File: config.mk
export PLATFORM = sky130hd
export DESIGN_NAME = nfu3_ctrl
export DESIGN_NICKNAME = d
export VERILOG_FILES = /design/src/rtl/nfu3_pkg.sv /design/src/rtl/nfu3_out_fifo.sv /design/src/rtl/nfu3_ctrl.sv
export SDC_FILE = /design/constraint.sdc
export NUM_CORES = 1
export LEC_CHECK = 0
export ABC_AREA = 1
export CORE_AREA = 10 10 423 425
export CTS_BUF_LIST = sky130_fd_sc_hd__clkbuf_4 sky130_fd_sc_hd__clkbuf_8
export CTS_CLUSTER_DIAMETER = 200
export DETAILED_ROUTE_END_ITERATION = 10
export DIE_AREA = 0 0 433 435
export HOLD_SLACK_MARGIN = 0.15
export MAX_ROUTING_LAYER = met4
export SYNTH_ARGS = -nofsm -noshare
export SYNTH_HDL_FRONTEND = slang
export SYNTH_SLANG_ARGS = --single-unit
File: constraint.sdc
create_clock -name clk -period 37.1 [get_ports clk]
set_clock_uncertainty 0.05 [all_clocks]
set_input_delay 11.13 -clock clk [delete_from_list [all_inputs] [get_ports clk]]
set_output_delay 11.13 -clock clk [all_outputs]
set_load 0.05 [all_outputs]
File: src/rtl/nfu3_pkg.sv
// Shared types and default geometry for the nfu_3 controller.
package nfu3_pkg;

  localparam int DEF_BIT_WIDTH = 16;
  localparam int DEF_TN        = 16;
  localparam int DEF_NSEG      = 16;
  localparam int DEF_LAT       = 2;
  localparam int DEF_DEPTH     = 4;
  localparam int ADDR_W        = 4;

  typedef enum logic [1:0] {
    UNCFG = 2'd0,
    LOAD  = 2'd1,
    DRAIN = 2'd2,
    RUN   = 2'd3
  } state_e;

endpackage

File: src/rtl/nfu3_out_fifo.sv
// Synchronous circular-buffer FIFO holding nfu_3 results until downstream takes them.
module nfu3_out_fifo #(
  parameter int WIDTH = 32,
  parameter int DEPTH = 4,
  localparam int PTR_W = (DEPTH > 1) ? $clog2(DEPTH) : 1,
  localparam int CNT_W = $clog2(DEPTH + 1)
) (
  input  logic             clk,
  input  logic             rst_n,
  input  logic             i_push,
  input  logic [WIDTH-1:0] i_push_data,
  input  logic             i_pop,
  output logic [WIDTH-1:0] o_head,
  output logic [CNT_W-1:0] o_count
);

  logic [WIDTH-1:0] mem_q [DEPTH];
  logic [PTR_W-1:0] rd_ptr_q, rd_ptr_d;
  logic [PTR_W-1:0] wr_ptr_q, wr_ptr_d;
  logic [CNT_W-1:0] count_q, count_d;
  logic             do_push, do_pop;

  function automatic logic [PTR_W-1:0] ptr_inc(input logic [PTR_W-1:0] p);
    return (p == PTR_W'(DEPTH - 1)) ? '0 : p + 1'b1;
  endfunction

  // A full FIFO may still take a push when the head leaves in the same cycle.
  always_comb begin
    do_pop   = i_pop && (count_q != '0);
    do_push  = i_push && ((count_q != CNT_W'(DEPTH)) || do_pop);
    rd_ptr_d = do_pop  ? ptr_inc(rd_ptr_q) : rd_ptr_q;
    wr_ptr_d = do_push ? ptr_inc(wr_ptr_q) : wr_ptr_q;
    count_d  = count_q;
    case ({do_push, do_pop})
      2'b10:   count_d = count_q + 1'b1;
      2'b01:   count_d = count_q - 1'b1;
      default: count_d = count_q;
    endcase
  end

  always_ff @(posedge clk or negedge rst_n) begin
    if (!rst_n) begin
      rd_ptr_q <= '0;
      wr_ptr_q <= '0;
      count_q  <= '0;
    end else begin
      rd_ptr_q <= rd_ptr_d;
      wr_ptr_q <= wr_ptr_d;
      count_q  <= count_d;
    end
  end

  always_ff @(posedge clk) begin
    if (do_push) begin
      mem_q[wr_ptr_q] <= i_push_data;
    end
  end

  assign o_head  = (count_q != '0) ? mem_q[rd_ptr_q] : '0;
  assign o_count = count_q;

endmodule

File: src/rtl/nfu3_ctrl.sv
// Controller for the nfu_3 stage: coefficient table reload, credit-limited
// vector issue into the fixed-latency datapath and buffering of its results.
module nfu3_ctrl
  import nfu3_pkg::*;
#(
  parameter int BIT_WIDTH = DEF_BIT_WIDTH,
  parameter int Tn        = DEF_TN,
  parameter int NSEG      = DEF_NSEG,
  parameter int LAT       = DEF_LAT,
  parameter int DEPTH     = DEF_DEPTH
) (
  input  logic                    clk,
  input  logic                    rst_n,
  input  logic                    i_cfg_start,
  input  logic                    i_coef_valid,
  input  logic [2*BIT_WIDTH-1:0]  i_coef_data,
  output logic                    o_coef_ready,
  output logic [2*BIT_WIDTH-1:0]  o_sig_coef,
  output logic                    o_sig_load_coef,
  output logic [ADDR_W-1:0]       o_sig_addr,
  output logic                    o_sig_addr_sel,
  input  logic                    i_in_valid,
  input  logic [Tn*BIT_WIDTH-1:0] i_in_data,
  output logic                    o_in_ready,
  output logic [Tn*BIT_WIDTH-1:0] o_dp_x,
  input  logic [Tn*BIT_WIDTH-1:0] i_dp_y,
  output logic                    o_out_valid,
  output logic [Tn*BIT_WIDTH-1:0] o_out_data,
  input  logic                    i_out_ready,
  output logic                    o_cfg_done
);

  localparam int VW     = Tn * BIT_WIDTH;
  localparam int FCNT_W = $clog2(DEPTH + 1);
  localparam int IF_W   = $clog2(LAT + 1);
  localparam int SUM_W  = $clog2(DEPTH + LAT + 2) + 1;

  state_e            state_q, state_d;
  logic [ADDR_W-1:0] word_q, word_d;
  logic [LAT-1:0]    vpipe_q, vpipe_d;
  logic [FCNT_W-1:0] fifo_count;
  logic [IF_W-1:0]   inflight;
  logic [SUM_W-1:0]  occupancy;
  logic              room;
  logic              accept;
  logic              push;
  logic              pop;

  // Every vector already issued owns a FIFO slot, so the FIFO can never overflow.
  always_comb begin
    inflight = '0;
    for (int i = 0; i < LAT; i++) begin
      inflight = inflight + IF_W'(vpipe_q[i]);
    end
    occupancy = SUM_W'(fifo_count) + SUM_W'(inflight) + SUM_W'(1);
    room      = (occupancy <= SUM_W'(DEPTH));
  end

  always_comb begin
    state_d         = state_q;
    word_d          = word_q;
    o_coef_ready    = 1'b0;
    o_sig_addr_sel  = 1'b0;
    o_sig_load_coef = 1'b0;
    o_sig_coef      = '0;
    o_sig_addr      = '0;
    o_cfg_done      = 1'b0;
    o_in_ready      = 1'b0;
    case (state_q)
      UNCFG: begin
        if (i_cfg_start) begin
          state_d = LOAD;
          word_d  = '0;
        end
      end
      LOAD: begin
        o_coef_ready   = 1'b1;
        o_sig_addr_sel = 1'b1;
        o_sig_addr     = word_q;
        if (i_coef_valid) begin
          o_sig_load_coef = 1'b1;
          o_sig_coef      = i_coef_data;
          if (word_q == ADDR_W'(NSEG - 1)) begin
            state_d = RUN;
            word_d  = '0;
          end else begin
            word_d = word_q + 1'b1;
          end
        end
      end
      DRAIN: begin
        o_cfg_done = 1'b1;
        if (inflight == '0) begin
          state_d = LOAD;
          word_d  = '0;
        end
      end
      RUN: begin
        o_cfg_done = 1'b1;
        o_in_ready = room;
        if (i_cfg_start) begin
          state_d = DRAIN;
        end
      end
      default: state_d = UNCFG;
    endcase
  end

  always_comb begin
    accept     = o_in_ready && i_in_valid;
    o_dp_x     = accept ? i_in_data : '0;
    vpipe_d    = vpipe_q << 1;
    vpipe_d[0] = accept;
    push       = vpipe_q[LAT-1];
    pop        = o_out_valid && i_out_ready;
  end

  always_ff @(posedge clk or negedge rst_n) begin
    if (!rst_n) begin
      state_q <= UNCFG;
      word_q  <= '0;
      vpipe_q <= '0;
    end else begin
      state_q <= state_d;
      word_q  <= word_d;
      vpipe_q <= vpipe_d;
    end
  end

  nfu3_out_fifo #(
    .WIDTH (VW),
    .DEPTH (DEPTH)
  ) u_out_fifo (
    .clk         (clk),
    .rst_n       (rst_n),
    .i_push      (push),
    .i_push_data (i_dp_y),
    .i_pop       (pop),
    .o_head      (o_out_data),
    .o_count     (fifo_count)
  );

  assign o_out_valid = (fifo_count != '0);

endmodule

==> results.cfg <==
[run_status]
status = finished, final reports clean

[grt]
grt_pass1_vias = 31895
gr-total-overflow = 0
track_usage_pct = 25.17
antenna_found_initial = 195
grt_max_degree = 215
grt_first_pass_wirelength_um = 308200

[routing]
initialDrtViolationCount = 2271
num_vias = 32980
dr.pass1.iters = 7
antenna_left = 0
routed_wl_um = 239800
drc_errors = 0
wl_per_cell_um = 32.76
drt-vias-per-instance = 4.505

[synth]
synth_cell_type_count = 22
synth-async-reset-ratio_pct = 1.444
ys_seq_area_share_pct = 72.20
synthesis.nets = 4322
synth_xor_xnor_area_share_pct = 0.08126
synth_compound_area_share_pct = 9.049
synth_top_family_by_area = simple AND/OR/NAND/NOR gates
mappedNetlistArea_sq_um = 43110
synth_most_common_cell = nor2_1
synth_seq_cells = 1039
netlist_top_cells_area = edfxtp_1, nor2_1, o21ai_0
yosys.area_share.simple_pct = 12.26
synth_edf_count = 1024
ys_top_cells_by_count = nor2_1, edfxtp_1, o21ai_0
yosysWarnings = 0
synth_mux_area_share_pct = 0
syn_avg_cell_area_sq_um = 11.47
ys.flop_type = edfxtp_1
syn_inst = 3760
synth_top_area_share_pct = 71.33
synth_fa_ha_area_share_pct = 0.3657
synth_top_cell_by_area = edfxtp_1

[floorplanning]
core_sq_um = 170600
io_pins = 1104
rows = 152
fp.dieW_um = 433
die_h_um = 435
dieArea_sq_um = 188400
start_util_pct = 25.27

[clocking]
clockBufferDepth = 3
cts_buffers = 175
insertion_delay_ns = 0.86
cts-hold-fix-buffers = 0
post_cts_resize_count = 0
cts_root_buffer = clkbuf_8
tritoncts = yes
clk_pin_slew_ns = 0.06
cts_max_level = 4
postCtsSetupRepairBufs = 0
cts_sinks = 1039

[flow_run]
maxCapViolations = 0

[sta]
period_minus_slack_ns = 25.94
slew_headroom_pct = 6.705
fmax_mhz = 38.55
hold_viol_final = 0
setup-tns-final_ns = 0
worst_pin_slew_ns = 1.399
whs_ns = 0.3969
timing.final.max_slew_violations = 0
finalCritPeriodShare_pct = 69.93
finalSetupViolations = 0
grt_setup_unrepaired = no

[setup_path]
critPathMaxFanout = 75
crit_arrival_ns = 14.76
setup.worst_path.start_class = input port
critPathTopFamily = buffers and inverters
crit_chain = clkdlybuf4s50_1 -> nand3b_4 -> buf_4 -> buf_4 -> nor2_1 -> clkdlybuf4s50_1
crit_type = input port to output port
crit_slowest_cell = clkdlybuf4s50_1
crit_buf_inv = 4
max_stage_delay_ns = 0.86
critPathCaptureType = output port
required_ns = 25.92

[final_layout]
fin_area_sq_um = 59710
syn2layout_area_growth_pct = 38.51
fillers = 16862
nets = 5398
stdcell_count = 7321
layout-drive-gt1-share_pct = 6.450

[power_and_ir_drop]
share_comb_of_total_power_pct = 52.4
switchingPower_mw = 2.472
seq_power_share_pct = 27.0
power_density_nw_per_um2 = 85.34
swShare_pct = 48.50
ir_drop_uv = 74.84
p_int_mw = 2.624
power_leakage_nw = 20.96
power.share.clock_pct = 20.6

[placement]
place.gp.congestion = 1.009
dp_hpwl_um = 185400
place_area_sq_um = 55800
portBuffers = 1103
dpl.cell_count = 6892

[min_path]
hp-class = flip-flop to flip-flop
## final cells by class
class                           instances  area, sq um  area share, %
Inverter                              290         1116          1.869
Antenna cell                          111        277.8         0.4652
Timing Repair Buffer                 1135        11350          19.01
Tap cell                             2233         2794          4.679
Clock buffer                          239         2958          4.953
Clock inverter                         79        675.6          1.131
Multi-Input combinational cell       2195         9409          15.76
Sequential cell                      1039        31130          52.14
## cell families (layout without fill, tap and decap cells)
kind of cell,after synthesis,count (layout)
AO/OA/AOI/OAI,779,779
XOR/XNOR,4,4
adder cells (fa/ha/maj),12,12
buffers and inverters,526,1743
flip-flops,1039,1039
other,0,111
AND/OR/NAND/NOR,1400,1400
## routing by layer
metal	wire length, um	GRT usage (%)	vias to the layer above
met5	0	-	-
li1	-	-	15088
met4	10550	9.673	0
met1	84890	24.75	16108
met2	126500	45.12	1430
met3	17910	8.864	354
## path summary, 6_finish.rpt
| kind | start | end | slack, ns | depth (start not counted) |
|---|---|---|---|---|
| setup / recovery | i_in_valid | o_dp_x[207] | 11.16 | 6 |
| hold / removal | vpipe_q[0] | vpipe_q[1] | 0.40 | 0 |
| setup reg to reg | u_out_fifo.o_count[1] | u_out_fifo.mem_q[0][75] | 32.95 | 6 |
| hold reg to reg | vpipe_q[0] | vpipe_q[1] | 0.40 | 0 |
| max in group asynchronous | rst_n | u_out_fifo.rd_ptr_q[0] | 25.60 | 1 |
| min in group asynchronous | rst_n | word_q[1] | 10.73 | 1 |
## state kept, by name, summed over array words and instances, names as in the netlist
signal,count
u_out_fifo.mem_q,1024
word_q,4
u_out_fifo.o_count,3
state_q,2
u_out_fifo.rd_ptr_q,2
u_out_fifo.wr_ptr_q,2
vpipe_q,2
## cell usage in the layout (no fill, tap or decap)
master,count
nor2_1,1325
clkdlybuf4s50_1,1102
edfxtp_1,1024
o21ai_0,514
inv_1,287
a21oi_1,258
clkbuf_8,186
diode_2,111
nand2_1,59
clkbuf_4,53
clkinv_1,40
buf_4,26
clkinv_2,17
dfrtp_1,13
nand3_1,11
ha_1,11
clkinv_8,7
bufinv_16,7
o21ai_1,6
buf_12,6
inv_8,4
nor2_4,4
inv_16,3
xnor2_1,2
xor2_1,2
inv_6,2
inv_12,2
dfrtp_4,2
o21bai_1,1
nand3b_4,1
fa_1,1
buf_2,1
## metrics by stage
step	utilization (%)	power (mW)	worst slack (ns)
2_1_floorplan	-	3.049	13.58
3_3_place_gp	32.71	4.094	11.09
3_5_place_dp	32.71	4.101	11.09
4_1_cts	34.84	5.164	11.08
5_1_grt	34.98	5.306	10.91
6_report	35.00	5.096	11.16
## power by group through the flow
stage | clock [mW] | sequential, mW | combinational, mW
3_5_place_dp | 0 | 1.40 | 2.70
5_1_grt | 1.13 | 1.38 | 2.80
2_1_floorplan | 0 | 1.39 | 1.65
6_report | 1.05 | 1.37 | 2.67
3_3_place_gp | 0 | 1.40 | 2.70
4_1_cts | 1.08 | 1.37 | 2.71
Note: power is estimated with default switching activity, not from simulation.
